<file path="config.mk">
export PLATFORM = sky130hd
export DESIGN_NAME = mux_rr_arbiter
export DESIGN_NICKNAME = d
export VERILOG_FILES = /design/src/rtl/mux_arb_pkg.sv /design/src/rtl/rr_pick.sv /design/src/rtl/mux_rr_arbiter.sv
export SDC_FILE = /design/constraint.sdc
export NUM_CORES = 1
export LEC_CHECK = 0
export ABC_AREA = 1
export BUFFER_PORTS_ARGS = -buffer_cell sky130_fd_sc_hd__buf_2
export CORE_MARGIN = 3
export CORE_UTILIZATION = 45
export CTS_CLUSTER_SIZE = 25
export DETAILED_ROUTE_END_ITERATION = 6
export GPL_TIMING_DRIVEN = 0
export HOLD_SLACK_MARGIN = 0.15
export SETUP_SLACK_MARGIN = 0.3
export SYNTH_ARGS = -nofsm -noshare
export SYNTH_HDL_FRONTEND = slang
export SYNTH_SLANG_ARGS = --single-unit
</file>
<file path="constraint.sdc">
create_clock -name clk -period 4.67 [get_ports clk]
set_input_delay 0.2335 -clock clk [delete_from_list [all_inputs] [get_ports clk]]
set_output_delay 0.2335 -clock clk [all_outputs]
set_load 0.005 [all_outputs]
</file>
<file path="src/rtl/mux_arb_pkg.sv">
// Shared types and sizing helpers for the round-robin mux arbiter.
package mux_arb_pkg;

    typedef enum logic {
        IDLE  = 1'b0,
        GRANT = 1'b1
    } arb_state_e;

    // Beat counter must hold 0..MAX_BURST.
    function automatic int beat_cnt_w(input int max_burst);
        return $clog2(max_burst + 1);
    endfunction

endpackage

</file>
<file path="src/rtl/rr_pick.sv">
// Combinational round-robin finder: first set req bit at or above start, modulo N,
// optionally skipping the current owner.
module rr_pick #(
    parameter int N = 8,
    parameter int M = $clog2(N)
) (
    input  logic [N-1:0] req,
    input  logic [M-1:0] start,
    input  logic         excl,
    input  logic [M-1:0] owner,
    output logic         found,
    output logic [M-1:0] win
);

    always_comb begin
        int j;
        logic [M-1:0] jm;
        found = 1'b0;
        win   = '0;
        j     = 0;
        jm    = '0;
        for (int i = 0; i < N; i++) begin
            // Explicit wrap so non-power-of-two N never indexes past N-1.
            j = int'(start) + i;
            if (j >= N) j = j - N;
            jm = M'(j);
            if (!found && req[jm] && !(excl && owner == jm)) begin
                found = 1'b1;
                win   = jm;
            end
        end
    end

endmodule

</file>
<file path="src/rtl/mux_rr_arbiter.sv">
// Round-robin owner of an N-to-1 mux select; holds each grant for a burst of up to
// MAX_BURST accepted beats, or until the owner drops its request.
module mux_rr_arbiter
    import mux_arb_pkg::*;
#(
    parameter int N         = 8,
    parameter int M         = $clog2(N),
    parameter int MAX_BURST = 4
) (
    input  logic         clk,
    input  logic         rst_n,
    input  logic [N-1:0] req,
    input  logic         out_ready,
    output logic [N-1:0] grant,
    output logic [M-1:0] sel,
    output logic         out_valid,
    output logic         beat_accept,
    output logic         busy
);

    localparam int CW = beat_cnt_w(MAX_BURST);

    arb_state_e    state, state_n;
    logic [N-1:0]  grant_n;
    logic [M-1:0]  sel_n, ptr, ptr_n, sel_inc;
    logic [M-1:0]  pick_start, pick_win;
    logic          pick_excl, pick_found, take;
    logic [CW-1:0] cnt, cnt_n;
    logic          own_req, rel_a, rel_b, rel;

    assign own_req     = |(req & grant);
    assign out_valid   = own_req;
    assign beat_accept = out_valid & out_ready;
    assign busy        = (state == GRANT);
    assign sel_inc     = (sel == M'(N - 1)) ? '0 : sel + 1'b1;

    assign rel_a = busy & ~own_req;
    assign rel_b = beat_accept & (cnt == CW'(MAX_BURST - 1));
    assign rel   = rel_a | rel_b;

    // Searching from sel+1 leaves the outgoing owner as the last candidate.
    rr_pick #(.N(N), .M(M)) u_pick (
        .req   (req),
        .start (pick_start),
        .excl  (pick_excl),
        .owner (sel),
        .found (pick_found),
        .win   (pick_win)
    );

    always_comb begin
        state_n    = state;
        grant_n    = grant;
        sel_n      = sel;
        ptr_n      = ptr;
        cnt_n      = cnt;
        pick_start = ptr;
        pick_excl  = 1'b0;
        take       = 1'b0;
        unique case (state)
            IDLE: begin
                if (pick_found) take = 1'b1;
            end
            GRANT: begin
                pick_start = sel_inc;
                pick_excl  = rel_a;
                if (beat_accept) cnt_n = cnt + 1'b1;
                if (rel) begin
                    ptr_n = sel_inc;
                    if (pick_found) begin
                        take = 1'b1;
                    end else begin
                        state_n = IDLE;
                        grant_n = '0;
                        cnt_n   = '0;
                    end
                end
            end
            default: begin
                state_n = IDLE;
                grant_n = '0;
                cnt_n   = '0;
            end
        endcase
        if (take) begin
            state_n = GRANT;
            sel_n   = pick_win;
            cnt_n   = '0;
            for (int i = 0; i < N; i++) grant_n[i] = (pick_win == M'(i));
        end
    end

    always_ff @(posedge clk or negedge rst_n) begin
        if (!rst_n) begin
            state <= IDLE;
            grant <= '0;
            sel   <= '0;
            ptr   <= '0;
            cnt   <= '0;
        end else begin
            state <= state_n;
            grant <= grant_n;
            sel   <= sel_n;
            ptr   <= ptr_n;
            cnt   <= cnt_n;
        end
    end

endmodule

</file>
# Word-level counts from Yosys, hierarchy flattened
# Index checks and enable logic that the tools add are counted.
dict set report op_classes {
  reduce_logical 44
  n_shift 0
  eq_ne 18
  magnitude_cmp 16
  n_mux 58
  add_sub_neg 17
  div 0
  n_mul 0
  bitwise_logic 7
}
# operator count
set ops {}
lappend ops {{3-bit two-way mux} 23}
lappend ops {{3-bit by 4-bit < comparator with 1-bit output (second input constant)} 8}
lappend ops {{8-bit two-way mux} 4}
lappend ops {{4-bit greater-or-equal comparator (second input constant)} 7}
lappend ops {{1-bit binary-select mux with 3-bit select} 8}
lappend ops {{3-bit == test} 8}
lappend ops {{3-bit by 1-bit subtractor with 3-bit output (second input constant)} 8}
lappend ops {{1-bit logical AND} 23}
lappend ops {{1-bit two-way mux} 22}
lappend ops {{3-bit by 3-bit adder with 4-bit output (second input constant)} 4}
lappend ops {{3-bit == test (second input constant)} 5}
lappend ops {{1-bit zero test} 15}
lappend ops {{3-bit by 2-bit == test with 1-bit output (second input constant)} 3}
lappend ops {{3-bit by 2-bit adder with 4-bit output (second input constant)} 2}
lappend ops {{8-bit AND} 1}
lappend ops {{8-bit OR reduction} 1}
lappend ops {{3-bit by 1-bit adder with 3-bit output (second input constant)} 2}
lappend ops {{3-bit by 1-bit adder with 4-bit output (second input constant)} 1}
lappend ops {{3-bit by 4-bit greater-or-equal comparator with 1-bit output (second input constant)} 1}
lappend ops {{2-bit nonzero test} 2}
lappend ops {{1-bit AND} 3}
lappend ops {{3-bit by 1-bit == test with 1-bit output (second input constant)} 1}
lappend ops {{3-bit zero test} 1}
lappend ops {{3-bit AND reduction} 1}
lappend ops {{5 further kinds} 6}
dict set report word_totals {
  mem_bits_ro 0
  latch_bits 0
  ram_bits 0
  memories 0
  ff_bits 18
}

# Depth between registers and ports, before layout
dict set report logic_depth {
  word_depth 43
  depth_mapped 28
  ltp_nobuf 27
}

# Modules after synthesis
# Synthesis repeated with hierarchy kept, for this count alone.
dict set report hier_totals {
  cells_unflattened 337
  area_unflattened_um2 2095.8
}
# mod cells_per_inst instances area_each_um2
set modules_own_cells {}
lappend modules_own_cells {rr_pick 195 1 1073.5}
lappend modules_own_cells {mux_rr_arbiter 142 1 1022.2}

# Least setup slack after synthesis
# No wires, ideal clock.
dict set report synth_path {
  path_kind {reg2reg}
  start {register sel[1]}
  end {register grant[6]}
  path_stages_with_launch 26
  arrival_ns 3.114
  period_less_slack_ns 3.232
  setup_slack_ns 1.438
  path_buffers 2
  path_cell_list {dfrtp_1 > ha_1 > ha_1 > nor2_1 > nand2_1 > nand2_2 > buf_6 > inv_1 > ha_1 > buf_2 > xor2_1 > inv_1 > nor2_1 > nand3_1 > nand2_1 > nor2_4 > nor2_8 > nand3_4 > nor2_8 > nand2_2 > nand3_2 > nand2_2 > nand2_1 > inv_1 > nand3_1 > nand2_1}
}
dict set report synth_via {
  elab_chain_len 43
  elab_cells_between_ends 122
  classes_between {add/sub: 16; order compare: 8; eq/ne: 11; mux: 46; reduce/logical: 41}
}
# element line
set synth_rtl {}
lappend synth_rtl {{start, declared} mux_rr_arbiter.sv:15} ;# output logic [M-1:0] sel,
lappend synth_rtl {{start signal, assigned} mux_rr_arbiter.sv:103} ;# sel <= sel_n;
lappend synth_rtl {{parallel branches: the longest is 43 deep, another holds 3-bit by 1-bit adder with 4-bit output} n/a}
lappend synth_rtl {{end signal, assigned} mux_rr_arbiter.sv:102} ;# grant <= grant_n;
lappend synth_rtl {{end, declared} mux_rr_arbiter.sv:14} ;# output logic [N-1:0] grant,
# Parallel ways; which one is timed is not known. The select of a mux whose other input is x is not followed.
# A chain may end at the register's enable or synchronous reset.

# Final worst setup path
dict set report layout_path {
  start {register sel[1]}
  end {register grant[4]}
}
# Same word-level chain as after synthesis.

==> summary.md <==
| Metric | Value |
|---|---|
| Final RePlAce weighted congestion | `0.828` |
| H-tree lvl count | `1` |
| Adder-cell area share of the yosys netlist | `3.38%` |
| Total core area | `0.00456 sq mm` |
| WP buf/inv | `5` |
| Max Cap Violations | `0` |
| Drt drc | `0` |
| Max clock buf depth | `2` |
| Share of layout cells above drive strength 1 | `23.2%` |
| CP max stage cell | `dfrtp_1` |
| Die Y | `76.3 um` |
| Worst path top cell family by delay | `simple AND/OR/NAND/NOR gates` |
| Post-synthesis compound-gate area fraction | `6.54%` |
| Final min period | `3.69 ns` |
| Worst Path Arrival | `3.89 ns` |
| Initial Util | `48.7%` |
| Asr flop ratio synth | `100%` |
| Crit path cell chain | `ha_1 > ha_1 > nor2_1 > nand2_1 > nand2_2 > buf_6 > inv_1 > ha_1 > buf_2 > inv_1 > nand3_1 > nand3_1 > nand3_1 > nand2_2 > inv_1 > nand2_1 > nor2_1 > nor2_1 > nand3_1 > nor2_1 > nand3_2 > nor2_1 > nand3_1 > nand2_1` |
| Reg-to-reg startpoint | `sel[1]$_DFFE_PN0P_` |
| CTS Buf Count | `3` |
| Worst Tran Pin Value | `0.422 ns` |
| Site Rows | `24` |
| Simple-gate portion of the synthesized area | `56.2%` |
| Vias | `2189` |
| Worst hold slack | `0.404 ns` |
| Setup crit start kind | `flip-flop` |
| First-pass GRT wire length | `9.78 mm` |
| PortBufs | `24` |
| Clock root buffer | `clkbuf_8` |
| Synthesized area per cell | `6.57 sq um` |
| GRT Util Overall | `20.3%` |
| Largest family of logic cells by synthesized area | `simple AND/OR/NAND/NOR gates` |
| Ant. Diodes | `0` |
| Synthesized Nets | `355` |
| Final global-route overflow total | `0` |
| Post-DP Area | `0.00242 sq mm` |
| Final WS setup | `0.976 ns` |
| Worst path required time | `4.87 ns` |
| Largest area contributor in the synthesized netlist | `dfrtp_1` |
| Final setup viols | `0` |
| Min-delay src | `out_ready` |
| IO Pins | `25` |
| Post-synthesis xor/xnor area fraction | `2.03%` |
| Post-synth cell types | `34` |
| Tcrit/Tclk final | `79.1%` |
| EDFF count, synth | `0` |
| Warnings, synthesis | `0` |
| Critical path capture point type | `flip-flop` |
| Initial antenna violation count | `0` |
| Area contributors post-synth | `dfrtp_1 20%, nand2_1 16%, nand3_1 15%` |
| Max stage delay on crit path | `0.47 ns` |
| Mapped cell area | `0.00222 sq mm` |
| Post-layout instance area | `0.00249 sq mm` |
| Post-CTS Setup Repair Bufs | `0` |
| Slew Limit Fails | `0` |
| Max transition margin | `71.8%` |
| Top-count cell post-synth | `nand2_1` |
| Pre-CTS WS | `0.993 ns` |
| Post-synthesis sequential element count | `18` |
| Layout area overhead | `12.0%` |
| CTS tree | `yes` |
| Syn Inst Count | `338` |
| Hold Crit Class | `in2reg` |
| Primary FF master, synth | `dfrtp_1` |
| Avg WL per Cell | `13.0 um` |
| Critical R2R Capture | `grant[4]$_DFFE_PN0P_` |
| Skew-Pair Late Insertion Delay | `0.26 ns` |
| Clock skew | `0.00436 ns` |
| CTS sink count | `18` |
| Total Routed Length | `5.63 mm` |
| FILL cells | `474` |
| Outcome | `complete, no violations` |
| Largest net degree at the start of global routing | `19` |
| Reg-to-reg setup timing slack | `0.98 ns` |
| Synth top area share | `20.3%` |
| Reg2Reg Depth | `24` |
| DRT iter0 DRCs | `132` |
| Fmax | `271 MHz` |
| Final nets | `385` |
| TritonRoute pass-1 iters | `4` |
| Crit Path Category | `reg2reg` |
| Routed vias/inst | `5.07` |
| Post-synthesis mux area share | `0%` |
| Final hold viol count | `0` |
| CTS clk-pin slew, worst paths | `0.07 ns` |
| Worst Hold Depth | `4` |
| Commonest cells post-synth | `92 x nand2_1, 68 x nand3_1, 43 x inv_1, 26 x nor2_1, 18 x dfrtp_1` |
| Total Negative Setup Slacks | `0 ns` |
| DP HPWL | `4.68 mm` |
| Die area | `0.00581 sq mm` |
| Endpoint, Worst Hold | `cnt[0]$_DFFE_PN0P_` |
| Worst-path maximum fanout | `10` |
| Post-synthesis sequential area ratio | `20.3%` |
| Number of global-route vias before repair | `2086` |
| ANT nets after route | `0` |
| Die X | `76.3 um` |
| Post-CTS sizing | `0` |
| RSZ-0062 raised after global routing | `no` |
-- layout by cell type, fill, tap and decap left out, types with 3 or more instances in the layout --
cell / n
nand2_1: 92
nand3_1: 68
inv_1: 43
nor2_1: 26
buf_2: 26
dfrtp_1: 18
nand2_4: 12
nand2_2: 9
nand4_1: 8
o21ai_0: 7
ha_1: 6
inv_2: 5
nor2_2: 5
nand3_4: 4
o21bai_2: 4
clkbuf_8: 4
buf_6: 3
a21oi_1: 3
nand3_2: 3
-- metrics by stage --
| step | std cells | util, % |
|---|---|---|
| after global placement | 427 | 53.1 |
| final | 432 | 54.5 |
| after global routing | 432 | 54.5 |
| after floorplan | 338 | - |
| after detailed placement | 427 | 53.1 |
| after CTS | 432 | 54.5 |
-- worst max-delay path by stage --
stage | from | to | slack [ns] | cells past startpoint
floorplan | sel[1]$_DFFE_PN0P_ | grant[6]$_DFFE_PN0P_ | 1.44 | 25
finish | sel[1]$_DFFE_PN0P_ | grant[4]$_DFFE_PN0P_ | 0.98 | 24
global placement | sel[1]$_DFFE_PN0P_ | grant[6]$_DFFE_PN0P_ | 0.98 | 25
global route | sel[1]$_DFFE_PN0P_ | grant[6]$_DFFE_PN0P_ | 0.61 | 25
detailed placement | sel[1]$_DFFE_PN0P_ | grant[6]$_DFFE_PN0P_ | 0.99 | 25
CTS | sel[1]$_DFFE_PN0P_ | sel[2]$_DFFE_PN0P_ | 0.97 | 22
-- sequential cells by signal, indices dropped and copies added (netlist names) --
name and flops:
busy 1, cnt 3, grant 8, ptr 3, sel 3
-- final cells by class --
type / count / area, sq um / area share, %
sequential: 18 / 450 / 18.1
timing repair buffer: 25 / 130 / 5.23
multi-input combinational: 264 / 1510 / 60.9
tap: 65 / 81.3 / 3.27
buffer: 6 / 58.8 / 2.36
clock buffer: 4 / 55.1 / 2.21
inverter: 50 / 198 / 7.95
-- worst register-to-register path: cells and delay by family, from the launching register on --
kind | cells | cell delay (ns)
adders and majority gates | 3 | 0.70
buffers and inverters | 5 | 0.68
DFF | 1 | 0.47
and+or+nand+nor | 16 | 1.78
-- kinds of logic (layout without fill, tap and decap cells) --
logic type	count (synthesis)	count (layout)
buffers and inverters	56	85
DFF	18	18
xor gates and xnor gates	3	3
adders and majority gates	6	6
AOI/OAI and AO/OA	20	20
and+or+nand+nor	235	235
-- repair_timing --
item                                    CTS  global route
endpoints found under the hold margin    18             0
endpoints found under the setup margin    0             0
hold buffers                              1             0
-- layer usage --
metal | vias to the layer above | global-route usage, % | wire length, um
li1 | 1151 | - | -
met1 | 980 | 28.5 | 2820
met2 | 51 | 33.0 | 2510
met3 | 7 | 1.65 | 229
met4 | 0 | 6.34 | 72
met5 | - | 0 | 0
Power is not shown: default switching activity piles up to over one toggle a cycle in this logic, so the estimate is an artifact.
